===== src/rtl/otter_mem_port_ctrl_if.sv =====
// Single-port memory bus between otter_mem_port_ctrl (master) and memory (slave).
// Handshake: master holds bus_req until memory returns a one-cycle bus_ack.
interface otter_mem_port_ctrl_if;
    logic        bus_req;
    logic        bus_we;
    logic [31:0] bus_addr;
    logic [31:0] bus_wdata;
    logic [3:0]  bus_be;
    logic        bus_ack;
    logic [31:0] bus_rdata;

    modport master (
        output bus_req, bus_we, bus_addr, bus_wdata, bus_be,
        input  bus_ack, bus_rdata
    );

    modport slave (
        input  bus_req, bus_we, bus_addr, bus_wdata, bus_be,
        output bus_ack, bus_rdata
    );
endinterface


===== src/rtl/otter_mem_port_ctrl.sv =====
// Otter memory-port controller: serialises fetch/load/store strobes onto one req/ack bus.
// Optional macro MEM_PORT_FETCH_BUF_EN adds a one-entry fetch address buffer.
//
// state  | meaning
// IDLE   | waiting for a strobe; busy follows the strobes
// REQ    | bus_req held until bus_ack or timeout
// ABORT  | one-cycle stall after a fault, then IDLE
module otter_mem_port_ctrl #(
    parameter int TIMEOUT = 255,
    parameter int CNT_W   = 8
) (
    input  logic                    clk,
    input  logic                    rst,
    input  logic                    memRDEN1_i,
    input  logic                    memRDEN2_i,
    input  logic                    memWE2_i,
    input  logic [31:0]             pc_addr_i,
    input  logic [31:0]             data_addr_i,
    input  logic [31:0]             wdata_i,
    input  logic [1:0]              size_i,
    input  logic                    sign_n_i,
    output logic [31:0]             ir_out_o,
    output logic [31:0]             rdata_out_o,
    output logic                    busy_o,
    output logic                    err_o,
    otter_mem_port_ctrl_if.master   bus
);

    typedef enum logic [1:0] {S_IDLE, S_REQ, S_ABORT} state_t;
    typedef enum logic [1:0] {K_FETCH, K_LOAD, K_STORE} kind_t;

    state_t      state_q, state_d;
    kind_t       kind_q, kind_d;
    logic [31:0] addr_q, addr_d;
    logic [1:0]  size_q, size_d;
    logic        sign_n_q, sign_n_d;
    logic [31:0] wdata_q, wdata_d;
    logic [CNT_W-1:0] cnt_q, cnt_d;
    logic [31:0] ir_q, ir_d;
    logic [31:0] rdata_q, rdata_d;
    logic        err_q, err_d;

    logic        strobe_any;
    kind_t       acc_kind;
    logic [31:0] acc_addr;
    logic        acc_fault;
    logic        fb_hit;
    logic [31:0] rd_shift;
    logic [31:0] load_val;
    logic [CNT_W-1:0] cnt_inc;

`ifdef MEM_PORT_FETCH_BUF_EN
    logic        fb_valid_q, fb_valid_d;
    logic [31:0] fb_addr_q, fb_addr_d;
`endif

    assign strobe_any = memWE2_i | memRDEN2_i | memRDEN1_i;
    assign busy_o     = (state_q != S_IDLE) | strobe_any;
    assign ir_out_o    = ir_q;
    assign rdata_out_o = rdata_q;
    assign err_o       = err_q;
    assign cnt_inc     = cnt_q + 1'b1;

    // Accept decode: store beats load beats fetch
    always_comb begin
        acc_kind  = K_FETCH;
        acc_addr  = pc_addr_i;
        acc_fault = 1'b0;
        if (memWE2_i) begin
            acc_kind = K_STORE;
            acc_addr = data_addr_i;
        end else if (memRDEN2_i) begin
            acc_kind = K_LOAD;
            acc_addr = data_addr_i;
        end
        if (acc_kind == K_FETCH) begin
            acc_fault = (pc_addr_i[1:0] != 2'b00);
        end else begin
            case (size_i)
                2'b00:   acc_fault = 1'b0;
                2'b01:   acc_fault = acc_addr[0];
                2'b10:   acc_fault = (acc_addr[1:0] != 2'b00);
                default: acc_fault = 1'b1;
            endcase
        end
    end

`ifdef MEM_PORT_FETCH_BUF_EN
    assign fb_hit = (acc_kind == K_FETCH) && fb_valid_q && (fb_addr_q == pc_addr_i);
`else
    assign fb_hit = 1'b0;
`endif

    // Lane 0 of rd_shift holds the addressed byte/half
    assign rd_shift = bus.bus_rdata >> {addr_q[1:0], 3'b000};

    always_comb begin
        case (size_q)
            2'b00:   load_val = {{24{~sign_n_q & rd_shift[7]}}, rd_shift[7:0]};
            2'b01:   load_val = {{16{~sign_n_q & rd_shift[15]}}, rd_shift[15:0]};
            default: load_val = rd_shift;
        endcase
    end

    always_comb begin
        bus.bus_req   = 1'b0;
        bus.bus_we    = 1'b0;
        bus.bus_addr  = 32'h0;
        bus.bus_wdata = 32'h0;
        bus.bus_be    = 4'h0;
        if (state_q == S_REQ) begin
            bus.bus_req  = 1'b1;
            bus.bus_addr = {addr_q[31:2], 2'b00};
            bus.bus_be   = 4'b1111;
            if (kind_q == K_STORE) begin
                bus.bus_we = 1'b1;
                case (size_q)
                    2'b00: begin
                        bus.bus_be    = 4'b0001 << addr_q[1:0];
                        bus.bus_wdata = {4{wdata_q[7:0]}};
                    end
                    2'b01: begin
                        bus.bus_be    = 4'b0011 << addr_q[1:0];
                        bus.bus_wdata = {2{wdata_q[15:0]}};
                    end
                    default: bus.bus_wdata = wdata_q;
                endcase
            end
        end
    end

    always_comb begin
        state_d  = state_q;
        kind_d   = kind_q;
        addr_d   = addr_q;
        size_d   = size_q;
        sign_n_d = sign_n_q;
        wdata_d  = wdata_q;
        cnt_d    = cnt_q;
        ir_d     = ir_q;
        rdata_d  = rdata_q;
        err_d    = err_q;
`ifdef MEM_PORT_FETCH_BUF_EN
        fb_valid_d = fb_valid_q;
        fb_addr_d  = fb_addr_q;
`endif
        case (state_q)
            S_IDLE: begin
                if (strobe_any) begin
                    kind_d   = acc_kind;
                    addr_d   = acc_addr;
                    size_d   = size_i;
                    sign_n_d = sign_n_i;
                    wdata_d  = wdata_i;
                    cnt_d    = '0;
`ifdef MEM_PORT_FETCH_BUF_EN
                    if (acc_kind == K_STORE) fb_valid_d = 1'b0;
`endif
                    if (acc_fault) begin
                        err_d   = 1'b1;
                        state_d = S_ABORT;
                    end else if (!fb_hit) begin
                        state_d = S_REQ;
                    end
                end
            end
            S_REQ: begin
                if (bus.bus_ack) begin
                    if (kind_q == K_FETCH) begin
                        ir_d = bus.bus_rdata;
`ifdef MEM_PORT_FETCH_BUF_EN
                        fb_valid_d = 1'b1;
                        fb_addr_d  = addr_q;
`endif
                    end else if (kind_q == K_LOAD) begin
                        rdata_d = load_val;
                    end
                    cnt_d   = '0;
                    state_d = S_IDLE;
                end else if (cnt_inc == CNT_W'(TIMEOUT)) begin
                    cnt_d   = '0;
                    err_d   = 1'b1;
                    state_d = S_ABORT;
                end else begin
                    cnt_d = cnt_inc;
                end
            end
            S_ABORT: state_d = S_IDLE;
            default: state_d = S_IDLE;
        endcase
    end

    always_ff @(posedge clk) begin
        if (rst) begin
            state_q  <= S_IDLE;
            kind_q   <= K_FETCH;
            addr_q   <= 32'h0;
            size_q   <= 2'b00;
            sign_n_q <= 1'b0;
            wdata_q  <= 32'h0;
            cnt_q    <= '0;
            ir_q     <= 32'h0;
            rdata_q  <= 32'h0;
            err_q    <= 1'b0;
`ifdef MEM_PORT_FETCH_BUF_EN
            fb_valid_q <= 1'b0;
            fb_addr_q  <= 32'h0;
`endif
        end else begin
            state_q  <= state_d;
            kind_q   <= kind_d;
            addr_q   <= addr_d;
            size_q   <= size_d;
            sign_n_q <= sign_n_d;
            wdata_q  <= wdata_d;
            cnt_q    <= cnt_d;
            ir_q     <= ir_d;
            rdata_q  <= rdata_d;
            err_q    <= err_d;
`ifdef MEM_PORT_FETCH_BUF_EN
            fb_valid_q <= fb_valid_d;
            fb_addr_q  <= fb_addr_d;
`endif
        end
    end

endmodule

===== src/flat_wrapper.sv =====
// flat-port wrapper written by rule: the top's interface ports become plain ports
module otter_mem_port_ctrl_flat 
#(
    parameter int TIMEOUT = 255,
    parameter int CNT_W   = 8
)
  (clk, rst, memRDEN1_i, memRDEN2_i, memWE2_i, pc_addr_i, data_addr_i, wdata_i, size_i, sign_n_i, ir_out_o, rdata_out_o, busy_o, err_o, bus_bus_req, bus_bus_we, bus_bus_addr, bus_bus_wdata, bus_bus_be, bus_bus_ack, bus_bus_rdata);
  otter_mem_port_ctrl_if bus_i ();
  input  logic clk;
  input  logic rst;
  input  logic memRDEN1_i;
  input  logic memRDEN2_i;
  input  logic memWE2_i;
  input  logic [31:0] pc_addr_i;
  input  logic [31:0] data_addr_i;
  input  logic [31:0] wdata_i;
  input  logic [1:0] size_i;
  input  logic sign_n_i;
  output logic [31:0] ir_out_o;
  output logic [31:0] rdata_out_o;
  output logic busy_o;
  output logic err_o;
  output wire logic [$bits(bus_i.bus_req)-1:0] bus_bus_req;
  output wire logic [$bits(bus_i.bus_we)-1:0] bus_bus_we;
  output wire logic [$bits(bus_i.bus_addr)-1:0] bus_bus_addr;
  output wire logic [$bits(bus_i.bus_wdata)-1:0] bus_bus_wdata;
  output wire logic [$bits(bus_i.bus_be)-1:0] bus_bus_be;
  input wire logic [$bits(bus_i.bus_ack)-1:0] bus_bus_ack;
  input wire logic [$bits(bus_i.bus_rdata)-1:0] bus_bus_rdata;
  assign bus_bus_req = bus_i.bus_req;
  assign bus_bus_we = bus_i.bus_we;
  assign bus_bus_addr = bus_i.bus_addr;
  assign bus_bus_wdata = bus_i.bus_wdata;
  assign bus_bus_be = bus_i.bus_be;
  assign bus_i.bus_ack = bus_bus_ack;
  assign bus_i.bus_rdata = bus_bus_rdata;
  otter_mem_port_ctrl #(.TIMEOUT(TIMEOUT), .CNT_W(CNT_W)) u_core (.clk(clk), .rst(rst), .memRDEN1_i(memRDEN1_i), .memRDEN2_i(memRDEN2_i), .memWE2_i(memWE2_i), .pc_addr_i(pc_addr_i), .data_addr_i(data_addr_i), .wdata_i(wdata_i), .size_i(size_i), .sign_n_i(sign_n_i), .ir_out_o(ir_out_o), .rdata_out_o(rdata_out_o), .busy_o(busy_o), .err_o(err_o), .bus(bus_i));
endmodule

===== config.mk =====
export PLATFORM = sky130hd
export DESIGN_NAME = otter_mem_port_ctrl_flat
export DESIGN_NICKNAME = d
export VERILOG_FILES = /design/src/rtl/otter_mem_port_ctrl_if.sv /design/src/rtl/otter_mem_port_ctrl.sv /design/src/flat_wrapper.sv
export SDC_FILE = /design/constraint.sdc
export NUM_CORES = 1
export LEC_CHECK = 0
export BUFFER_PORTS_ARGS = -buffer_cell sky130_fd_sc_hd__buf_2
export CAP_MARGIN = 20
export CORE_UTILIZATION = 54
export CTS_BUF_LIST = sky130_fd_sc_hd__clkbuf_8
export DETAILED_ROUTE_END_ITERATION = 7
export HOLD_SLACK_MARGIN = 0.08
export PLACE_DENSITY = 0.92
export SYNTH_ARGS = -nofsm -noshare
export SYNTH_HDL_FRONTEND = slang
export SYNTH_SLANG_ARGS = --single-unit

===== constraint.sdc =====
create_clock -name clk -period 4.6 [get_ports clk]
set_clock_uncertainty 0.2 [all_clocks]
set_input_delay 0.69 -clock clk [delete_from_list [all_inputs] [get_ports clk]]
set_output_delay 0.69 -clock clk [all_outputs]
set_load 0.005 [all_outputs]

### After elaboration in Yosys (flattened, before gate mapping)

Index checks and enable logic that the tools add are counted.

| storage, ports and cells | value |
|---|---|
| word-level logic and storage cells | 79 |
| register bits | 144 |

| cells by class | value |
|---|---|
| reduce and logical (&&, ||, !) cells | 15 |
| shift operators | 3 |
| mux-type cells | 31 |
| eq/ne operators | 12 |
| add/subtract/negate cells | 1 |
| bitwise operators | 7 |

Operators by type and width:

| cell | number |
|---|---|
| 32-bit two-way mux | 5 |
| 32-bit one-hot mux with 2 select lines | 2 |
| 32-bit by 5-bit >> shifter with 32-bit output | 1 |
| 8-bit two-way mux | 3 |
| 8-bit one-hot mux with 2 select lines | 1 |
| 2-bit zero test | 5 |
| 2-bit two-way mux | 5 |
| 1-bit two-way mux | 9 |
| 8-bit by 1-bit adder with 8-bit output, second input constant | 1 |
| 2-bit by 1-bit equality test with 1-bit output, second input constant | 4 |
| 8-bit equality test, second input constant | 1 |
| 4-bit two-way mux | 2 |
| 4-bit one-hot mux with 2 select lines | 1 |
| 2-bit nonzero test | 4 |
| 2-bit AND reduction | 3 |
| 5-bit AND reduction | 1 |
| 2-bit equality test, second input constant | 2 |
| 2-bit by 1-bit != test with 1-bit output, second input constant | 2 |
| 2-bit != test, second input constant | 2 |
| 2-bit one-hot mux with 2 select lines | 1 |
| 4-bit AND reduction | 1 |
| 1-bit by 2-bit left shift with 4-bit output, first input constant | 1 |
| 2-bit by 2-bit left shift with 4-bit output, first input constant | 1 |
| 3-bit != test, second input constant | 1 |
| 6 further kinds | 10 |

### Depth between registers and ports, before layout

| logic depth | value |
|---|---|
| word-level depth | 8 |
| depth in mapped cells | 8 |

### Least setup slack after synthesis

No wires, ideal clock.

| path | value |
|---|---|
| path kind | register to output |
| from | reg u_core.state_q[1] |
| to | out bus_bus_wdata[12] |
| data required time | 3.710 ns |
| setup slack | 2.332 ns |
| arrival time | 1.378 ns |
| buffers on the path | 3 |
| stages on the path, launching flop included | 7 |
| cells stage by stage | dfxtp_1 nand2b_1 buf_6 or2_2 clkbuf_1 clkbuf_1 a21oi_1 |

| between the ends | value |
|---|---|
| longest elaborated chain between the ends | 2 |

RTL lines:

| element | line | source |
|---|---|---|
| from (decl) | otter_mem_port_ctrl.sv:32 | `state_t state_q, state_d;` |
| from (signal assigned) | otter_mem_port_ctrl.sv:210 | `state_q <= state_d;` |
| 2-bit by 1-bit equality test with 1-bit output | otter_mem_port_ctrl.sv:111 | `if (state_q == S_REQ) begin` |
| 32-bit two-way mux | otter_mem_port_ctrl.sv:111 |  |
| to (decl) | flat_wrapper.sv:26 | `output wire logic [$bits(bus_i.bus_wdata)-1:0] bus_bus_wdata;` |

Every way passes these cells.

### Worst setup path in the final report

| path | value |
|---|---|
| from | reg u_core.state_q[1] |
| to | out bus_bus_wdata[3] |

Same word-level chain as after synthesis.

==> impl_metrics.ini <==
[outcome]
status = finished clean

[floorplan]
die_x_microns = 115.2
start_util_pct = 56.39
ios = 273
core_area_sq_um = 12260
dieArea_sq_um = 13260
rows = 40
fp.dieH_microns = 115.2

[critical_path]
regToRegEndpoint = u_core.rdata_out_o[26]
reg2reg_from = u_core.state_q[1]
crit_arrival_ps = 2380
end_kind = output port
worstRegToRegCells = 5
worstSetupPathType = reg -> out
rrSetupSlack_ps = 1560
crit_fanout = 25
cp-start-kind = flip-flop
required_ps = 3710

[global_route]
grt_max_degree = 78
grt_pass1_vias = 6597
antenna_found_initial = 0
grt_pass1_wl_mm = 32.61
gr-total-overflow = 0
grt_usage_pct = 31.74

[synthesis]
ys_top_cells_by_count = nand2_1, dfxtp_1, a21oi_1
async_reset_ff_share_pct = 0
ys_ff_latch = 144
post-synth-top-count-cell = nand2_1
synth.area.top_cells = dfxtp_1, nand2_1, a21oi_1
synth_area_per_cell_sq_um = 7.467
yosysWarnings = 0
synthFlopType = dfxtp_1
synth_cell_type_count = 51
syn-instance-count = 926
yosysTopAreaCell = dfxtp_1
syn_area_sq_um = 6914
synth_top_area_share_pct = 41.69
synth-seq-area-share_pct = 41.69
synth_edf_count = 0

[timing]
finalHoldWorstSlack_ps = 253.9
finalSetupViolations = 0
rsz0062_at_grt = false
report.final.slew_viol_count = 0
hold_viol_final = 0
period_needed_ps = 3275
final.setup.worst_slack_ps = 1325
final.setup.tns_ps = 0
fin_crit_sh_pct = 71.19
slew_headroom_pct = 47.26
fmax_mhz = 305.4
tightest_slew_ps = 790.0

[routing]
route.detailed.drc = 0
vias = 7545
viasPerCell = 5.681
antenna_left = 0
drt_wl_total_mm = 21.49
drt-pass1-iter-count = 6
wl_per_cell_microns = 16.18
drtIter0Drc = 828

[placed_design]
gp_congestion = 0.9377
dp.final_hpwl_mm = 15.12
port_buffers = 270
place_ws_ps = 1573

[hold_path]
worst_hold_path.endpoint = u_core.ir_out_o[11]
hold_path_depth = 2
worstHoldStart = u_core.ir_out_o[11]
min_path_type = reg -> reg

[clock_network]
htreeDepth = 4
cts_max_path_buffers = 2
clk_latency_ps = 450
holdBufCountCts = 0
cts_sinks = 144
numCtsBuffers = 17
post_cts_buffers = 0
cts_resized = 0
clkSlewWorstSetupHoldPaths_ps = 80
cts-root-buf = clkbuf_8
cts_tree = yes

[pwr]
leakagePower_nw = 3.880
ir_worst_vdd_uv = 207.9
power_w = 0.002928
powerDensity_nw_per_um2 = 339.5

[final_layout]
fillers = 993
antenna_cells = 0
utilization_pct = 70.35
nets = 1286
syn_to_final_growth_pct = 24.76
layout-drive-gt1-share_pct = 28.71

[job]
drv_cap = 0
## critical path: stages, from the launching register on
cell and delay [ps]:
dfxtp_1 390, nand2b_1 370, or2_2 540, inv_1 270
and2_1 230, buf_2 120
## logic make-up (layout without fill, tap and decap cells)
group	count (synthesis)	after routing	synth area share, %
multiplexers	35	35	5.266
adder cells (fa/ha/maj)	2	2	0.3619
AND/OR/NAND/NOR	397	397	25.01
AO/OA/AOI/OAI	262	262	22.24
buffers and inverters	84	317	5.248
other	1	2	0.05424
flip-flops	144	144	41.69
XOR/XNOR	1	1	0.1267
## state kept, by name, summed over array words and instances, names as in the netlist
register,cells
u_core.addr_q,32
u_core.cnt_q,8
u_core.err_o,1
u_core.ir_out_o,32
u_core.kind_q,2
u_core.rdata_out_o,32
u_core.sign_n_q,1
u_core.size_q,2
u_core.state_q,2
u_core.wdata_q,32
## power breakdown
part / internal [W] / leakage [nW] / switching, W
logic: 0.000218 / 2.51 / 0.000346
registers: 0.00134 / 1.18 / 0.0000689
clock network: 0.000472 / 0.193 / 0.000488
total: 0.00203 / 3.88 / 0.000903
## how the worst max path moves through the flow
stage               slack, ps         startpoint                      to
global placement         1660  u_core.state_q[1]  u_core.rdata_out_o[30]
floorplan                2330  u_core.state_q[1]       bus_bus_wdata[12]
finish                   1330  u_core.state_q[1]        bus_bus_wdata[3]
CTS                      1320  u_core.state_q[1]        bus_bus_wdata[3]
detailed placement       1570  u_core.state_q[1]  u_core.rdata_out_o[26]
global route             1140  u_core.state_q[1]        bus_bus_wdata[5]
## routing by layer
| metal | track usage (%) | part of all wire, % | vias up |
|---|---|---|---|
| li1 | - | - | 3596 |
| met1 | 38.93 | 40 | 3448 |
| met2 | 53.21 | 48 | 445 |
| met3 | 8.434 | 9.4 | 56 |
| met4 | 12.38 | 3.1 | 0 |
| met5 | 0 | 0 | - |
## cell usage in the layout, fill, tap and decap left out, types with 16 or more instances in the layout
master / count
buf_2: 269
nand2_1: 233
dfxtp_1: 144
a21oi_1: 129
nor2_1: 78
o21ai_0: 68
and2_1: 39
a311oi_1: 32
mux2i_1: 26
clkbuf_8: 20
a211oi_1: 16
## metrics by stage
stage / cells / instance area, sq um
after detailed placement: 1295 / 8225
after CTS: 1327 / 8611
after global routing: 1328 / 8626
final: 1328 / 8626
after global placement: 1295 / 8225
after floorplan: 927 / 6918
## cell type report
cell class | instances | area (sq um) | area share (%)
clock buffer | 20 | 275.3 | 3.191
clock inverter | 12 | 110.1 | 1.276
inverter | 4 | 15.01 | 0.1741
multi-input combinational | 699 | 3689 | 42.76
sequential | 144 | 2883 | 33.42
tap | 168 | 210.2 | 2.437
timing repair buffer | 281 | 1444 | 16.74
(Power assumes the default switching activity.)
